### config.mk
export PLATFORM = sky130hd
export DESIGN_NAME = reg_writeback_queue
export DESIGN_NICKNAME = d
export VERILOG_FILES = /design/src/rtl/wb_pkg.sv /design/src/rtl/wb_fwd_match.sv /design/src/rtl/reg_writeback_queue.sv
export SDC_FILE = /design/constraint.sdc
export NUM_CORES = 1
export LEC_CHECK = 0
export CORE_ASPECT_RATIO = 0.9
export CORE_MARGIN = 2
export CORE_UTILIZATION = 58
export DETAILED_ROUTE_END_ITERATION = 8
export GPL_ROUTABILITY_DRIVEN = 1
export PLACE_DENSITY = 0.88
export SLEW_MARGIN = 0
export SYNTH_ARGS = -nofsm -noshare
export SYNTH_HDL_FRONTEND = slang
export SYNTH_HIERARCHICAL = 1
export SYNTH_SLANG_ARGS = --single-unit
### constraint.sdc
create_clock -name clk -period 8.6 [get_ports clk]
set_clock_uncertainty 0.1 [all_clocks]
set_input_delay 0.86 -clock clk [delete_from_list [all_inputs] [get_ports clk]]
set_output_delay 0.86 -clock clk [all_outputs]
set_load 0.005 [all_outputs]
### src/rtl/wb_pkg.sv
// Shared types and constants for the register writeback queue and its
// forwarding lookup.
package wb_pkg;
   localparam int DATA_W = 32;
   localparam int ADDR_W = 5;

   typedef struct packed {
      logic [ADDR_W-1:0] rd;
      logic [DATA_W-1:0] data;
   } wb_entry_t;

   localparam logic [ADDR_W-1:0] REG_ZERO = 5'd0;
endpackage

### src/rtl/wb_fwd_match.sv
// Youngest-first match of one read address against the pending queue
// entries (walked from head toward tail) and the register-file output stage.
module wb_fwd_match
   import wb_pkg::*;
#(
   parameter int DEPTH  = 4,
   parameter int DATA_W = wb_pkg::DATA_W,
   parameter int ADDR_W = wb_pkg::ADDR_W
) (
   input  logic [ADDR_W-1:0]             i_addr,
   input  logic [DEPTH-1:0][ADDR_W-1:0]  i_rd,
   input  logic [DEPTH-1:0][DATA_W-1:0]  i_data,
   input  logic [$clog2(DEPTH)-1:0]      i_head,
   input  logic [$clog2(DEPTH):0]        i_count,
   input  logic                          i_out_valid,
   input  logic [ADDR_W-1:0]             i_out_rd,
   input  logic [DATA_W-1:0]             i_out_data,
   output logic                          o_hit,
   output logic [DATA_W-1:0]             o_data
);
   localparam int PW = $clog2(DEPTH);
   localparam int CW = PW + 1;

   logic [PW-1:0]     w_idx;
   logic              w_match;
   logic              w_hit;
   logic [DATA_W-1:0] w_data;

   // Output stage is oldest; later (younger) queue matches overwrite earlier ones.
   always_comb begin
      w_hit   = i_out_valid && (i_out_rd == i_addr);
      w_data  = i_out_data;
      w_idx   = '0;
      w_match = 1'b0;
      for (int k = 0; k < DEPTH; k++) begin
         w_idx   = i_head + PW'(k);
         w_match = (CW'(k) < i_count) && (i_rd[w_idx] == i_addr);
         w_hit   = w_hit | w_match;
         w_data  = w_match ? i_data[w_idx] : w_data;
      end
      o_hit  = w_hit && (i_addr != ADDR_W'(REG_ZERO));
      o_data = o_hit ? w_data : '0;
   end
endmodule

### src/rtl/reg_writeback_queue.sv
// In-order writeback buffer feeding the single register-file write port,
// with youngest-value forwarding for both decode read ports.
module reg_writeback_queue
   import wb_pkg::*;
#(
   parameter int DEPTH  = 4,
   parameter int DATA_W = wb_pkg::DATA_W,
   parameter int ADDR_W = wb_pkg::ADDR_W
) (
   input  logic                       clk,
   input  logic                       reset,
   input  logic                       in_valid,
   output logic                       in_ready,
   input  logic [ADDR_W-1:0]          in_rd,
   input  logic [DATA_W-1:0]          in_data,
   input  logic                       drain_hold,
   output logic                       write_en,
   output logic [ADDR_W-1:0]          WriteAdd,
   output logic [DATA_W-1:0]          Reg_WriteData,
   input  logic [ADDR_W-1:0]          ReadAdd1,
   input  logic [ADDR_W-1:0]          ReadAdd2,
   output logic                       fwd_hit1,
   output logic                       fwd_hit2,
   output logic [DATA_W-1:0]          fwd_data1,
   output logic [DATA_W-1:0]          fwd_data2,
   output logic [$clog2(DEPTH):0]     count
);
   localparam int PW = $clog2(DEPTH);
   localparam int CW = PW + 1;

   logic [DEPTH-1:0][ADDR_W-1:0] r_rd;
   logic [DEPTH-1:0][DATA_W-1:0] r_data;
   logic [PW-1:0]                r_head;
   logic [PW-1:0]                r_tail;
   logic [CW-1:0]                r_count;
   logic                         w_push;
   logic                         w_pop;

   assign count    = r_count;
   assign in_ready = (r_count < CW'(DEPTH));
   // x0 writes complete the handshake but are dropped here.
   assign w_push   = in_valid && in_ready && (in_rd != ADDR_W'(REG_ZERO));
   assign w_pop    = (r_count != '0) && !drain_hold;

   // Entry storage; validity is tracked by the pointers and count.
   always_ff @(posedge clk) begin
      if (w_push && !reset) begin
         r_rd[r_tail]   <= in_rd;
         r_data[r_tail] <= in_data;
      end
   end

   // Pointers, occupancy and the registered write-port stage.
   always_ff @(posedge clk) begin
      if (reset) begin
         r_head        <= '0;
         r_tail        <= '0;
         r_count       <= '0;
         write_en      <= 1'b0;
         WriteAdd      <= '0;
         Reg_WriteData <= '0;
      end else begin
         if (w_push) begin
            r_tail <= r_tail + PW'(1'b1);
         end
         if (w_pop) begin
            write_en      <= 1'b1;
            WriteAdd      <= r_rd[r_head];
            Reg_WriteData <= r_data[r_head];
            r_head        <= r_head + PW'(1'b1);
         end else begin
            write_en      <= 1'b0;
         end
         case ({w_push, w_pop})
            2'b10:   r_count <= r_count + CW'(1'b1);
            2'b01:   r_count <= r_count - CW'(1'b1);
            default: r_count <= r_count;
         endcase
      end
   end

   wb_fwd_match #(.DEPTH(DEPTH), .DATA_W(DATA_W), .ADDR_W(ADDR_W)) u_fwd1 (
      .i_addr      (ReadAdd1),
      .i_rd        (r_rd),
      .i_data      (r_data),
      .i_head      (r_head),
      .i_count     (r_count),
      .i_out_valid (write_en),
      .i_out_rd    (WriteAdd),
      .i_out_data  (Reg_WriteData),
      .o_hit       (fwd_hit1),
      .o_data      (fwd_data1)
   );

   wb_fwd_match #(.DEPTH(DEPTH), .DATA_W(DATA_W), .ADDR_W(ADDR_W)) u_fwd2 (
      .i_addr      (ReadAdd2),
      .i_rd        (r_rd),
      .i_data      (r_data),
      .i_head      (r_head),
      .i_count     (r_count),
      .i_out_valid (write_en),
      .i_out_rd    (WriteAdd),
      .i_out_data  (Reg_WriteData),
      .o_hit       (fwd_hit2),
      .o_data      (fwd_data2)
   );
endmodule

==> results of run 1 <==
-- critical path, stage by stage, from the launching register on --
cell and delay, ns:
sky130_fd_sc_hd__dfxtp_4 0.50, sky130_fd_sc_hd__buf_4 0.65, sky130_fd_sc_hd__mux4_2 0.62, sky130_fd_sc_hd__xnor2_1 0.15, sky130_fd_sc_hd__nand4_1 0.10, sky130_fd_sc_hd__buf_4 0.32, sky130_fd_sc_hd__nor2_4 0.90, sky130_fd_sc_hd__nor3b_1 0.22
sky130_fd_sc_hd__a21oi_4 1.05, sky130_fd_sc_hd__o211a_1 0.37, sky130_fd_sc_hd__clkdlybuf4s50_1 0.54
-- cell usage after synthesis, types with 8 or more instances --
library cell / n
sky130_fd_sc_hd__nor2_1: 13
sky130_fd_sc_hd__o21ai_0: 28
sky130_fd_sc_hd__a21oi_1: 67
sky130_fd_sc_hd__buf_6: 11
sky130_fd_sc_hd__a22o_1: 37
sky130_fd_sc_hd__o21ai_1: 40
sky130_fd_sc_hd__buf_2: 58
sky130_fd_sc_hd__mux4_2: 333
sky130_fd_sc_hd__or3_1: 66
sky130_fd_sc_hd__a21o_1: 66
sky130_fd_sc_hd__inv_1: 10
sky130_fd_sc_hd__o211a_1: 64
sky130_fd_sc_hd__mux2i_1: 64
sky130_fd_sc_hd__buf_1: 8
sky130_fd_sc_hd__dfxtp_1: 45
sky130_fd_sc_hd__clkbuf_1: 59
sky130_fd_sc_hd__xor2_1: 16
sky130_fd_sc_hd__nand2_1: 8
sky130_fd_sc_hd__edfxtp_1: 148
sky130_fd_sc_hd__buf_4: 11
sky130_fd_sc_hd__xnor2_1: 36
-- sequential cells by signal (all words and copies together), names as in the netlist --
| name | count |
|---|---|
| count | 3 |
| r_data | 128 |
| write_en | 1 |
| r_rd | 20 |
| r_tail | 2 |
| Reg_WriteData | 32 |
| r_head | 2 |
| WriteAdd | 5 |
-- power groups by stage --
stage	clock network (uW)	registers, uW	logic (uW)
6_report	832	1290	2010
5_1_grt	878	1310	2140
4_1_cts	840	1290	2000
3_5_place_dp	0	1310	1980
3_3_place_gp	0	1290	1930
2_1_floorplan	0	1230	1640
-- cell families (layout without fill, tap and decap cells) --
kind of cell | after synthesis | in the layout
compound gates | 312 | 312
xor+xnor | 52 | 52
simple gates | 118 | 118
buf+inv | 159 | 227
fa+ha+maj | 6 | 6
flops | 193 | 193
mux | 398 | 398
other cells | 0 | 1
-- final cells by class --
cell class | instances | area share
Antenna cell | 1 | 0.000125
Inverter | 10 | 0.00188
Multi-Input combinational cell | 886 | 0.585
Timing Repair Buffer | 185 | 0.0905
Clock buffer | 17 | 0.0213
Sequential cell | 193 | 0.268
Tap cell | 403 | 0.0252
Clock inverter | 15 | 0.00839
-- final timing paths --
kind,startpoint,cells past startpoint,endpoint,slack [ns]
worst max register to register,r_head[0],4,Reg_WriteData[1],5.18
worst min-delay path,Reg_WriteData[18],1,Reg_WriteData[18],0.45
worst min register to register,Reg_WriteData[18],1,Reg_WriteData[18],0.45
worst max-delay path,r_head[1],10,fwd_data2[15],1.72
-- through the flow --
stage               setup WS, ns  cells
detailed placement          2.44   1677
finish                      1.72   1710
global placement            2.53   1677
CTS                         1.86   1709
global route                1.58   1709
floorplan                   5.03   1238
-- metal layers --
| layer | vias up | wire length, um | part of all wire | GRT usage |
|---|---|---|---|---|
| met5 | - | 0 | 0 | 0.00462 |
| met4 | 0 | 1710 | 0.034 | 0.119 |
| met3 | 156 | 7410 | 0.15 | 0.0862 |
| met2 | 1163 | 23800 | 0.47 | 0.487 |
| met1 | 6881 | 17200 | 0.34 | 0.441 |
| li1 | 5445 | - | - | - |
==> reports/qor.csv, run 1 <==
metric;value;unit
result_of_the_run;completed;
grt_max_degree;198;
layout_commonest_cell;sky130_fd_sc_hd__mux4_2;
finalCoreUtilization;0.666;
ys.flop_type;sky130_fd_sc_hd__edfxtp_1;
mappedNetlistArea;0.0178;mm^2
nets;1350;
post-route-period-util;0.799;
synth_simple_gate_area_share;0.0394;
dominant_combinational_cell_family_by_area_after_synthesis;multiplexers;
grt_pass1_vias;13100;
worst_ep_arrival_time;5.92;ns
num_vias;13600;
postSynth.asyncResetShare;0;
timing_worst_setup_path_type;flop to output pin;
yosysUniqueCellTypes;42;
setup_violations;0;
timing.max_slew.rel_slack;0.0350;
internal-power;2680;uW
num_io_pins;159;
wl_per_cell;29.3;um
netlist.area_leader.share;0.421;
tightestPinTransition;1.44;ns
cts_hold_buf;0;
pwr-share-clk;0.201;
comb_power_share;0.486;
initial_core_util;0.593;
yosys_warnings;6;
worst_hold_slack;0.448;ns
synth_top_cells_by_area;sky130_fd_sc_hd__mux4_2, sky130_fd_sc_hd__edfxtp_1, sky130_fd_sc_hd__dfxtp_1;
timing.final.hold_violations;0;
grt_antenna_before_repair;0;
fin_crit;6.88;ns
ys_seq_area_frac;0.300;
post-route-drc-count;0;
grt.overflow.total;0;
netlist.top_cell.by_area;sky130_fd_sc_hd__mux4_2;
share_seq_of_total_power;0.313;
drv_slew;0;
ys_seq_elements;193;
synth-xor-area-share;0.0256;
cts_tree;yes;
placed_cell_area;0.0194;mm^2
cts.htree.levels;4;
antenna_left;0;
vias_per_cell;7.98;
maxCapViolCount;0;
die_h;170;um
cts_resized;0;
worst_setup_path_start_kind;flop;
max_clock_freq;145;MHz
synth_compound_gate_area_share;0.126;
max-vdd-ir-drop;0.234;mV
die_w;189;um
syn_inst;1238;
postLayoutCellArea;0.0200;mm^2
p_total;4130;uW
synthToLayoutAreaGrowth;12.3;%
timing.critical_path.to_type;output pin;
drive_gt1_frac;0.319;
portBuffers;158;
mostFrequentLayoutCells;sky130_fd_sc_hd__mux4_2, sky130_fd_sc_hd__clkdlybuf4s50_1, sky130_fd_sc_hd__edfxtp_1, sky130_fd_sc_hd__a21oi_1;
powerDensity;207;mW/mm^2
cts_num_sinks;193;
synth_fp_nets;1295;
finalWirelength;50100;um
rows;60;
grt_util_all_layers;0.318;
muxShareOfSynthArea;0.458;
switching_part_of_the_total_power;0.350;
critical_path_required;7.64;ns
synth_edf_count;148;
fill_cells;2087;
setup_repair_bufs_after_cts;0;
clkSlewWorstSetupHoldPaths;0.08;ns
area.sequential;0.00535;mm^2
initial_drt_pass_iterations;8;
tritoncts.num_buffers;17;
dp_hpwl;28900;um
cts_max_path_buffers;2;
synth_adder_area_share;0.00464;
drtIter0Drc;2137;
cts_root_buf;sky130_fd_sc_hd__clkbuf_16;
place.gp.congestion;0.899;
grt_setup_unrepaired;false;
leakage_power;0.00781;uW
core_region_area;0.0300;mm^2
clk-insertion-delay-late;0.45;ns
hp-class;flop to flop;
syn_area_per_cell;14.4;um^2
final_tns_setup;0;ns
p_sw;1450;uW
multiInputGateArea;0.0117;mm^2
worst-path-max-fanout;57;
design.die.area;0.0321;mm^2
wire_length_of_the_first_global_routing_pass;77700;um
Note: power is estimated with default switching activity, not from simulation.
==> inputs of run 2 (changes only) <==
==> constraint.sdc (replaced) <==
create_clock -name clk -period 6.54 [get_ports clk]
set_clock_uncertainty 0.1 [all_clocks]
set_input_delay 0.654 -clock clk [delete_from_list [all_inputs] [get_ports clk]]
set_output_delay 0.654 -clock clk [all_outputs]
set_load 0.005 [all_outputs]
==> run 2 against run 1 <==
  * Total power up 31%
  * Final area is 0.13% higher
  * Die area unchanged
  * Sequential share of layout area about the same
  * Clock power up 30%
  * Critical endpoint is now fwd_data1[3]
  * Combinational power increased by 29%
  * Largest cell class unchanged
  * Worst setup slack worse by 0.64 ns
  * Critical path depth shrank 3
  * Highest routed layer unchanged
  * Register-to-register slack lost 2.3 ns
  * Routed wire length up 0.59%
==> reports/qor.csv, run 2 (synthesis results as in run 1) <==
metric;value;unit;change
num_io_pins;159;;unchanged
grt_max_degree;79;;was 198
registers.top_by_ff_count;r_data;;unchanged
cts_tree;yes;;unchanged
cts.htree.levels;4;;unchanged
timing.critical_path.cells;buf_4 -> buf_4 -> mux4_2 -> mux2i_1 -> a21oi_1 -> o211a_1 -> clkdlybuf4s50_1;;was buf_4 -> mux4_2 -> xnor2_1 -> nand4_1 -> buf_4 -> nor2_4 -> nor3b_1 -> a21oi_4 -> o211a_1 -> clkdlybuf4s50_1
mostFrequentLayoutCells;sky130_fd_sc_hd__mux4_2, sky130_fd_sc_hd__clkdlybuf4s50_1, sky130_fd_sc_hd__edfxtp_1, sky130_fd_sc_hd__a21oi_1;;unchanged
cp.buffers_inverters;3;;unchanged
cts_max_path_buffers;2;;unchanged
core_region_area;0.0300;mm^2;unchanged
post-route-drc-count;0;;unchanged
dp_hpwl;28700;um;was 28900 um
vias_per_cell;8.00;;was 7.98
cts_hold_buf;0;;unchanged
postLayoutCellArea;0.0200;mm^2;about the same
post-route-period-util;0.834;;
finalWirelength;50400;um;was 50100 um
layout_commonest_cell;sky130_fd_sc_hd__mux4_2;;unchanged
slowest_library_cell_on_the_worst_path;sky130_fd_sc_hd__buf_4;;was sky130_fd_sc_hd__a21oi_4
final_tns_setup;0;ns;unchanged
cts_resized;0;;unchanged
finalCoreUtilization;0.666;;about the same
timing.max_slew.rel_slack;0.302;;was 0.0350
critical_path_required;5.79;ns;was 7.64 ns
cts_num_sinks;193;;unchanged
initial_drt_pass_iterations;7;;was 8
worst_hold_slack;0.440;ns;was 0.448 ns
initial_core_util;0.593;;unchanged
p_total;5410;uW;was 4130 uW
wl_per_cell;29.3;um;about the same
worst_ep_arrival_time;4.70;ns;was 5.92 ns
grt_util_all_layers;0.318;;about the same
powerDensity;270;mW/mm^2;was 207 mW/mm^2
grt_antenna_before_repair;2;;was 0
antenna_left;0;;unchanged
tightestPinTransition;1.05;ns;was 1.44 ns
reg.largest.list;r_data (128), Reg_WriteData (32), r_rd (20);;unchanged
grt.overflow.total;0;;unchanged
grt_setup_unrepaired;false;;unchanged
fin_crit;5.45;ns;
clkSlewWorstSetupHoldPaths;0.07;ns;was 0.08 ns
worst-path-max-fanout;64;;was 57
placed_cell_area;0.0194;mm^2;about the same
portBuffers;158;;unchanged
die_h;170;um;unchanged
hp-class;flop to flop;;unchanged
design.die.area;0.0321;mm^2;unchanged
num_vias;13700;;was 13600
clk-insertion-delay-late;0.45;ns;about the same
timing.critical_path.to_type;output pin;;unchanged
leakage_power;0.00782;uW;was 0.00781 uW
max-vdd-ir-drop;0.212;mV;was 0.234 mV
timing.final.hold_violations;0;;unchanged
maxCapViolCount;0;;unchanged
worst_setup_path_start_kind;flop;;unchanged
cts_root_buf;sky130_fd_sc_hd__clkbuf_16;;unchanged
setup_repair_bufs_after_cts;0;;unchanged
wire_length_of_the_first_global_routing_pass;77500;um;was 77700 um
result_of_the_run;completed;;unchanged
drive_gt1_frac;0.320;;was 0.319
timing_worst_setup_path_type;flop to output pin;;unchanged
setup_violations;0;;unchanged
critical_path.top_delay_family;buffers and inverters;;unchanged
place.gp.congestion;0.857;;was 0.899
largest_register_ffs;128;;unchanged
drtIter0Drc;1633;;was 2137
nets;1356;;was 1350
timing.critical_path.mode_cell;sky130_fd_sc_hd__buf_4;;unchanged
synthToLayoutAreaGrowth;12.4;%;was 12.3%
die_w;189;um;unchanged
drv_slew;0;;unchanged
critical-path-max-stage-delay;0.93;ns;was 1.05 ns
tritoncts.num_buffers;17;;unchanged
grt_pass1_vias;13200;;was 13100
max_clock_freq;183;MHz;
rows;60;;unchanged
==> run 2: cell count changes in the layout (fill, tap and decap cells not counted), sizes merged <==
cell / previous run / this run
buf: 27 / 33
bufinv: 2 / 3
clkbuf: 17 / 19
clkinv: 4 / 6
clkinvlp: 1 / 4
diode: 1 / 2
inv: 18 / 10
==> run 2: layout make-up <==
cell class | instances | area (um^2)
well taps | 403 | 504
flip-flops and latches | 193 | 5350
inverters | 10 | 37.5
clock buffers | 19 | 433
multi-input cells | 886 | 11700
diodes | 2 | 5.00
clock inverters | 13 | 164
fillers | 2076 | 10000
repair buffers | 191 | 1830
==> run 2: where the power goes <==
group	leakage (uW)	internal (uW)	switching, uW
logic	0.00583	1490	1110
registers	0.00171	1460	271
clock network	0.000277	602	481
total	0.00782	3550	1860
==> run 2: metal layers <==
layer / global-route usage / up-vias / routed length (um)
met2: 0.503 / 1163 / 24000
li1: - / 5465 / -
met4: 0.135 / 0 / 2030
met5: 0 / - / 0
met3: 0.0732 / 199 / 6720
met1: 0.429 / 6902 / 17700
==> run 2: stage by stage <==
| stage | cells | setup slack, ns |
|---|---|---|
| floorplan | 1238 | 3.18 |
| detailed placement | 1683 | 1.52 |
| global route | 1716 | 0.643 |
| global placement | 1683 | 1.61 |
| CTS | 1715 | 1.01 |
| finish | 1717 | 1.09 |
==> run 2: path summary, 6_finish.rpt <==
check | to | slack (ns) | cells after the start | start
worst max-delay path | fwd_data1[3] | 1.09 | 7 | r_head[0]
worst min-delay path | Reg_WriteData[11] | 0.44 | 1 | Reg_WriteData[11]
worst max register to register | Reg_WriteData[29] | 2.85 | 4 | r_head[0]
worst min register to register | Reg_WriteData[11] | 0.44 | 1 | Reg_WriteData[11]
